<file path="src/rtl/ifetch_queue.sv">
// Instruction-fetch front end: owns the PC, issues 1-cycle-latency imem requests and
// buffers returned instructions in a small show-ahead FIFO toward the IF/ID register.
module ifetch_queue #(
   parameter logic [31:0] RESET_PC = 32'h0000_0000,
   parameter int          DEPTH    = 2
) (
   input  logic        clk,
   input  logic        rst,
   input  logic        redirect_valid,
   input  logic [31:0] redirect_pc,
   output logic        imem_req,
   output logic [31:0] imem_addr,
   input  logic [31:0] imem_rdata,
   output logic        out_valid,
   input  logic        out_ready,
   output logic [31:0] out_pc,
   output logic [31:0] out_pc4,
   output logic [31:0] out_instr,
   output logic        out_halt
);

   localparam int PW = (DEPTH > 1) ? $clog2(DEPTH) : 1;
   localparam int CW = $clog2(DEPTH + 1);
   localparam logic [31:0] HALT_INSTR = 32'h0000_0013;

   typedef enum logic [1:0] {
      FETCH     = 2'd0,
      HALT_PEND = 2'd1,
      HALTED    = 2'd2
   } state_t;

   state_t        state_reg, state_next;
   logic [31:0]   pc_reg, pc_next;
   logic          inflight_reg, inflight_next;
   logic [31:0]   inflight_pc_reg, inflight_pc_next;
   logic [PW-1:0] wr_ptr_reg, rd_ptr_reg;
   logic [CW-1:0] count_reg;

   logic [31:0] pc_mem    [DEPTH];
   logic [31:0] instr_mem [DEPTH];
   logic        halt_mem  [DEPTH];

   logic        empty, pop, space, push, flush;
   logic [31:0] push_pc, push_instr;
   logic        push_halt;
   logic [CW:0] occupancy;

   function automatic logic [PW-1:0] ptr_inc(input logic [PW-1:0] p);
      return (p == PW'(DEPTH - 1)) ? '0 : p + 1'b1;
   endfunction

   assign empty     = (count_reg == '0);
   assign out_valid = rst & ~empty & ~redirect_valid;
   assign pop       = out_valid & out_ready;

   // Slots already committed (stored plus the response still on its way) decide if we may ask again.
   assign occupancy = {1'b0, count_reg} + {{CW{1'b0}}, inflight_reg} - {{CW{1'b0}}, pop};
   assign space     = occupancy < (CW + 1)'(DEPTH);

   assign imem_addr = pc_reg;

   always_comb begin
      state_next       = state_reg;
      pc_next          = pc_reg;
      inflight_next    = 1'b0;
      inflight_pc_next = inflight_pc_reg;
      imem_req         = 1'b0;
      flush            = 1'b0;
      push             = 1'b0;
      push_pc          = inflight_pc_reg;
      push_instr       = imem_rdata;
      push_halt        = 1'b0;

      if (redirect_valid) begin
         // Any response arriving now belongs to the wrong path and is dropped with the flush.
         flush      = 1'b1;
         pc_next    = redirect_pc;
         state_next = FETCH;
      end else begin
         if (inflight_reg) begin
            push = 1'b1;
         end
         case (state_reg)
            FETCH: begin
               if (pc_reg[1:0] != 2'b00) begin
                  state_next = HALT_PEND;
               end else if (space) begin
                  imem_req         = 1'b1;
                  pc_next          = pc_reg + 32'd4;
                  inflight_next    = 1'b1;
                  inflight_pc_next = pc_reg;
               end
            end
            HALT_PEND: begin
               if (!inflight_reg && space) begin
                  push       = 1'b1;
                  push_pc    = pc_reg;
                  push_instr = HALT_INSTR;
                  push_halt  = 1'b1;
                  state_next = HALTED;
               end
            end
            HALTED: begin
            end
            default: state_next = FETCH;
         endcase
      end

      if (!rst) begin
         imem_req = 1'b0;
      end
   end

   always_ff @(posedge clk) begin
      if (!rst) begin
         state_reg       <= FETCH;
         pc_reg          <= RESET_PC;
         inflight_reg    <= 1'b0;
         inflight_pc_reg <= '0;
         wr_ptr_reg      <= '0;
         rd_ptr_reg      <= '0;
         count_reg       <= '0;
      end else begin
         state_reg       <= state_next;
         pc_reg          <= pc_next;
         inflight_reg    <= inflight_next;
         inflight_pc_reg <= inflight_pc_next;
         if (flush) begin
            wr_ptr_reg <= '0;
            rd_ptr_reg <= '0;
            count_reg  <= '0;
         end else begin
            if (push) begin
               wr_ptr_reg <= ptr_inc(wr_ptr_reg);
            end
            if (pop) begin
               rd_ptr_reg <= ptr_inc(rd_ptr_reg);
            end
            count_reg <= count_reg + CW'(push) - CW'(pop);
         end
      end
   end

   always_ff @(posedge clk) begin
      if (rst && push && !flush) begin
         pc_mem[wr_ptr_reg]    <= push_pc;
         instr_mem[wr_ptr_reg] <= push_instr;
         halt_mem[wr_ptr_reg]  <= push_halt;
      end
   end

   // Head fields read as zero while empty so decode never sees stale entries.
   assign out_pc    = empty ? 32'd0 : pc_mem[rd_ptr_reg];
   assign out_pc4   = empty ? 32'd0 : pc_mem[rd_ptr_reg] + 32'd4;
   assign out_instr = empty ? 32'd0 : instr_mem[rd_ptr_reg];
   assign out_halt  = ~empty & halt_mem[rd_ptr_reg];

endmodule

</file>
<file path="config.mk">
export PLATFORM = sky130hd
export DESIGN_NAME = ifetch_queue
export DESIGN_NICKNAME = d
export VERILOG_FILES = /design/src/rtl/ifetch_queue.sv
export SDC_FILE = /design/constraint.sdc
export NUM_CORES = 1
export LEC_CHECK = 0
export CAP_MARGIN = 20
export CELL_PAD_IN_SITES_DETAIL_PLACEMENT = 1
export CELL_PAD_IN_SITES_GLOBAL_PLACEMENT = 1
export CORE_ASPECT_RATIO = 0.9
export CORE_MARGIN = 2
export CORE_UTILIZATION = 37
export CTS_CLUSTER_SIZE = 40
export DETAILED_ROUTE_END_ITERATION = 10
export PLACE_DENSITY_LB_ADDON = 0.25
export SETUP_SLACK_MARGIN = 0.2
export SYNTH_ARGS = -nofsm -noshare
export SYNTH_HDL_FRONTEND = slang
export SYNTH_SLANG_ARGS = --single-unit
</file>
<file path="constraint.sdc">
create_clock -name clk -period 9.79 [get_ports clk]
set_clock_uncertainty 0.2 [all_clocks]
set_input_delay 2.4475 -clock clk [delete_from_list [all_inputs] [get_ports clk]]
set_output_delay 2.4475 -clock clk [all_outputs]
set_load 0.05 [all_outputs]
</file>
After elaboration in Yosys (flattened, before gate mapping)
Memories as Yosys holds them, arrays and structs flattened. A register that Yosys moved wholly into a read port is not among the register bits.
Cells that the tools add are included.
{"block": "word_totals", "reg_bits": 71, "mem_bits_rw": 130, "input_bits": 68, "out_inout_bits": 131, "wordCells": 87, "n_memories": 3}
{"name": "instr_mem", "depth": 2, "word_bits": 32, "read_ports": 1, "rd_ports_with_merged_regs": 1, "wr": 1, "line": "40", "text": "logic [31:0] instr_mem [DEPTH];"}
{"name": "pc_mem", "depth": 2, "word_bits": 32, "read_ports": 1, "rd_ports_with_merged_regs": 1, "wr": 1, "line": "39", "text": "logic [31:0] pc_mem [DEPTH];"}
{"name": "halt_mem", "depth": 2, "word_bits": 1, "read_ports": 1, "rd_ports_with_merged_regs": 1, "wr": 1, "line": "41", "text": "logic halt_mem [DEPTH];"}
{"block": "classes", "n_addsub": 8, "order_cmp": 1, "n_eq_ne": 5, "muxes": 39, "n_bitwise": 9, "reduce_logical": 15}
{"op": "32-bit two-way mux", "count": 13}
{"op": "32-bit by 3-bit adder with 32-bit output (second input constant)", "count": 2}
{"op": "1-bit two-way mux", "count": 23}
{"op": "2-bit inequality test (second input constant)", "count": 3}
{"op": "2-bit case mux with 3 select lines", "count": 1}
{"op": "3-bit AND reduction", "count": 2}
{"op": "2-bit nonzero test", "count": 3}
{"op": "1-bit NOT", "count": 5}
{"op": "1-bit bitwise AND", "count": 4}
{"op": "2-bit zero test", "count": 2}
{"op": "2-bit two-way mux", "count": 2}
{"op": "4-bit AND reduction", "count": 1}
{"op": "2-bit OR reduction", "count": 2}
{"op": "2-bit by 1-bit adder with 3-bit output", "count": 1}
{"op": "1-bit logical AND", "count": 3}
{"op": "3-bit by 2-bit less-than comparator with 1-bit output (second input constant)", "count": 1}
{"op": "3-bit by 1-bit subtractor with 3-bit output", "count": 1}
{"op": "1-bit adder (second input constant)", "count": 2}
{"op": "2-bit by 1-bit adder with 2-bit output", "count": 1}
{"op": "2-bit by 1-bit equality test with 1-bit output (second input constant)", "count": 1}
{"op": "2-bit equality test (second input constant)", "count": 1}
{"op": "1-bit zero test", "count": 2}
{"op": "2-bit by 1-bit subtractor with 2-bit output", "count": 1}

Longest topological paths before layout
Gate-level depths: netlist (run 1).
{"block": "depth", "ltp_word": 15, "depth_mapped": 16, "ltp_nobuf": 15}

Least setup slack after synthesis (run 1)
Ideal clock, no wire load.
{"block": "synth_path", "kind": "input -> register", "startpoint": "input port redirect_valid", "endpoint": "memory halt_mem[0] (enable)", "setup_time_ns": 0.581, "t_arrival_ns": 9.227, "required_time_ns": 9.009, "setup_slack_ns": -0.218, "path_stages": 11, "path_buffers": 1, "cell_sequence": "clkbuf_1 nor2b_1 and3_1 ha_1 nand2b_1 fa_1 xnor2_2 a31oi_1 nor2_1 inv_1 nor3b_1"}
{"block": "synth_via", "elab_chain_cells": 13, "word_cells_on_any_way": 15, "cone_classes": "add/sub: 1; order compare: 1; mux: 6; bitwise: 3; reduce/logical: 4"}
{"item": "from (decl)", "line": "9", "text": "input logic redirect_valid,"}
{"item": "1-bit NOT (no line)"}
{"item": "1-bit bitwise AND", "line": "53", "text": "assign out_valid = rst & ~empty & ~redirect_valid;"}
{"item": "1-bit bitwise AND", "line": "54", "text": "assign pop = out_valid & out_ready;"}
{"item": "via pop", "line": "43", "text": "logic empty, pop, space, push, flush;"}
{"item": "3-bit by 1-bit subtractor with 3-bit output", "line": "57", "text": "assign occupancy = {1'b0, count_reg} + {{CW{1'b0}}, inflight_reg} - {{CW{1'b0}}, pop};"}
{"item": "3-bit by 2-bit less-than comparator with 1-bit output", "line": "58", "text": "assign space = occupancy < (CW + 1)'(DEPTH);"}
{"item": "1-bit logical AND", "line": "95", "text": "if (!inflight_reg && space) begin"}
{"item": "1-bit two-way mux", "line": "95"}
{"item": "1-bit two-way mux", "line": "83", "text": "case (state_reg)"}
{"item": "1-bit two-way mux", "line": "74", "text": "if (redirect_valid) begin"}
{"item": "1-bit logical AND (2 in series)", "line": "145", "text": "if (rst && push && !flush) begin"}
{"item": "1-bit two-way mux", "line": "145"}
{"item": "1-bit two-way mux (implied by the code)", "line": "148", "text": "halt_mem[wr_ptr_reg] <= push_halt;"}
{"item": "to (decl)", "line": "41"}
The timed path passes the listed nets, and every way through them passes these cells.

Worst setup path in the final report (run 1)
{"block": "layout_path", "startpoint": "input port redirect_valid", "endpoint": "output port imem_req"}
{"block": "layout_via", "elab_chain_cells": 10}
{"item": "1-bit NOT (no line)"}
{"item": "1-bit bitwise AND", "line": "53"}
{"item": "1-bit bitwise AND", "line": "54"}
{"item": "via pop", "line": "43"}
{"item": "3-bit by 1-bit subtractor with 3-bit output", "line": "57"}
{"item": "3-bit by 2-bit less-than comparator with 1-bit output", "line": "58"}
{"item": "1-bit two-way mux", "line": "87", "text": "end else if (space) begin"}
{"item": "1-bit two-way mux", "line": "85", "text": "if (pc_reg[1:0] != 2'b00) begin"}
{"item": "1-bit two-way mux", "line": "83"}
{"item": "1-bit two-way mux"}
{"item": "1-bit two-way mux", "line": "109", "text": "if (!rst) begin"}
{"item": "to (decl)", "line": "11", "text": "output logic imem_req,"}
The timed path passes the listed nets, and every way through them passes these cells.

==> flow_metrics.tcl, run 1 <==
set metrics [dict create \
    core-area_mm2 0.02607 \
    cts_setup_buffers 0 \
    synth_edf_count 130 \
    p_leak_uw 0.004180 \
    yosys_warnings 0 \
    wl_um 26350 \
    synth.distinct_cells 62 \
    die_x_um 175.6 \
    maxSlewHeadroom_pct 37.41 \
    dp_hpwl_um 17980 \
    grt-ovfl-total 0 \
    period_share_pct 89.16 \
    rr_startpoint "count_reg[1]" \
    synthesis.instances 890 \
    die-area_mm2 0.02781 \
    hold_start "inflight_pc_reg[10]" \
    drive_gt1_share_pct 9.686 \
    worst_slack_ns 1.061 \
    avgSynthCellArea_um2 11.01 \
    first_iter_violations 374 \
    cts_sinks 202 \
    place_ws_ns 1.058 \
    hp-class "reg -> reg" \
    portBuffers 198 \
    fp.dieH_um 158.4 \
    fp-row-count 56 \
    cp-end-kind "primary output" \
    grt_pass1_wl_um 40320 \
    arrival_ns 6.08 \
    maxCapViolCount 0 \
    seqCellArea_mm2 0.005349 \
    grt_usage_pct 18.34 \
    reg_top3 "instr_mem: 64 flops, pc_mem: 64 flops" \
    power_density_mw_per_mm2 163.9 \
    ys_top_cells_by_area "edfxtp_1 (40%), dfxtp_1 (15%), mux2i_1 (6.5%), mux2_2 (3.9%), nand2_1 (3.7%)" \
    drc 0 \
    vdd.ir_drop.worst_mv 0.1095 \
    worstPathMaxFanout 12 \
    h-tree-depth 1 \
    clk_latency_ns 0.51 \
    gp_congestion 0.7375 \
    ctsResizeCount 0 \
    finalMaxSlewViolations 0 \
    synth_top_area_cell "edfxtp_1" \
    cts_tree "done" \
    max_stage_delay_ns 0.83 \
    synth.cell_area_mm2 0.009802 \
    antenna_found_initial 0 \
    wire_per_inst_um 18.40 \
    seq_area_frac_synth_pct 54.53 \
    hold_viol 0 \
    dominantRegCellSynth "edfxtp_1" \
    status "finished clean" \
    finalCriticalPeriod_ns 8.729 \
    final_util_pct 49.31 \
    synth-seq-cells 202 \
    critical_path_required_ns 7.14 \
    final_area_mm2 0.01285 \
    vias 7224 \
    crit_top_cell "clkdlybuf4s50_1" \
    routed_via_density 5.045 \
    antenna_left 0 \
    grt_start_max_net_pins 67 \
    cts_made_buffers 24 \
    cts.clk_slew.worst_paths_ns 0.06 \
    io_pins 199 \
    drt-pass1-iter-count 4 \
    startpoint_type "input port" \
    cpMaxStageDelayCell "clkdlybuf4s50_1" \
    cts_max_path_buffers 3 \
    crit_type "in -> out" \
    crit_chain "clkdlybuf4s50_1, buf_4, nor2b_1, and3_1, ha_1, nand2b_1, fa_1, xnor2_2, nand3_1, nor2_1, clkdlybuf4s50_1" \
    n_fill_cell 2806 \
    fmax_mhz 114.6 \
    antennaDiodeCount 0 \
    cts_hold_buf 0 \
    multi_input_comb_area_mm2 0.004156 \
    tightest_slew_ns 0.9389 \
    rsz0062_at_grt "no" \
    initial_utilization_pct 37.61 \
    grt_pass1_vias 7145 \
    synth.net_count 964 \
    place_area_mm2 0.01205 \
    critPathLaunch "redirect_valid" \
    cts_root_buffer "clkbuf_16" \
    setup_tns_ns 0 \
    syn2layout_area_growth_pct 31.12 \
    synth.top_cell.area_share_pct 39.83 \
    synth_async_sr_flop_share_pct 0 \
    fin_nets 1140 \
    setup_viol 0 \
]
-- metrics by stage --
stage	total power (uW)	hold WS, ns	cells
after floorplan	1122	0.2400	890
after global placement	1218	0.2465	1388
after detailed placement	1222	0.2576	1388
after CTS	2132	0.2658	1432
after global routing	2179	0.2828	1432
final	2107	0.2613	1432
-- final timing paths --
check | to | slack, ns | cells after the start
setup / recovery | imem_req | 1.06 | 11
hold / removal | inflight_pc_reg[10] | 0.26 | 2
setup reg to reg | instr_mem[1][14] | 5.30 | 9
hold reg to reg | inflight_pc_reg[10] | 0.26 | 2
-- layout by cell type (no fill, tap or decap), types with 9 or more instances in the layout --
| cell | n |
|---|---|
| nand2b_1 | 12 |
| clkdlybuf4s50_1 | 197 |
| nor3_1 | 17 |
| buf_4 | 10 |
| nor4_1 | 11 |
| nor2_1 | 92 |
| edfxtp_1 | 130 |
| o31ai_1 | 9 |
| and2_1 | 36 |
| o21ai_0 | 35 |
| mux2_2 | 34 |
| dfxtp_1 | 71 |
| a21oi_1 | 30 |
| nand4_1 | 12 |
| inv_1 | 14 |
| nand3_1 | 19 |
| nand2_1 | 96 |
| xnor2_1 | 38 |
| a21boi_0 | 31 |
| mux2i_1 | 64 |
| clkbuf_16 | 25 |
-- routing by layer --
metal / GRT usage (%) / part of all wire [%]
met1: 26.74 / 49
met2: 28.29 / 43
met3: 3.271 / 5.7
met4: 4.486 / 1.8
met5: 0 / 0
-- kinds of logic after synthesis --
logic type                 share of synthesized area [%]
muxes                                              10.90
xor gates and xnor gates                           4.276
and+or+nand+nor                                    17.32
AOI/OAI and AO/OA                                  8.719
DFF                                                54.53
adders and majority gates                         0.8425
buffers and inverters                              3.408
-- area by class of cell --
cell class / count / area share, %
Multi-Input combinational cell: 616 / 32.34
Sequential cell: 202 / 41.62
Inverter: 14 / 0.4089
Clock buffer: 31 / 5.043
Tap cell: 348 / 3.388
Timing Repair Buffer: 208 / 15.97
Clock inverter: 13 / 1.236
-- where the power goes --
part,switching [uW],internal [uW]
Combinational,149,94.6
Clock,354,549
Sequential,27.6,932
Total,531,1580
-- synthesized netlist by cell type, drive strengths merged, types with 3 or more instances --
cell	number
nor2	95
o21ai	37
nand3	21
buf	21
nor4	14
nand3b	7
nand4	13
dfxtp	72
a21boi	31
xnor2	39
xor2	8
clkbuf	37
o31ai	9
o211a	3
mux2i	65
ha	5
a31oi	4
nor3	19
edfxtp	130
a21oi	30
inv	14
mux2	36
and4	4
nor2b	4
and3	5
nand2	96
nand2b	12
and2	36
-- worst max-delay path, delay by kind of cell --
family	cells	cell delay (ns)
adder cells (fa/ha/maj)	2	0.65
buffers and inverters	3	1.40
XOR/XNOR	1	0.30
AND/OR/NAND/NOR	5	1.27
(Power assumes the default switching activity.)
==> run 2: changes to the inputs <==
HOLD_SLACK_MARGIN = 0.02   (was unset)
SKIP_LAST_GASP = 1   (was unset)
==> results of run 2 <==
Final layout, timing and power as in run 1 (identical DEF).
==> run 3: changes to the inputs <==
ABC_CLOCK_PERIOD_IN_PS = 9790   (was unset)
==> results of run 3 <==
Final layout, timing and power as in run 1 (identical DEF).
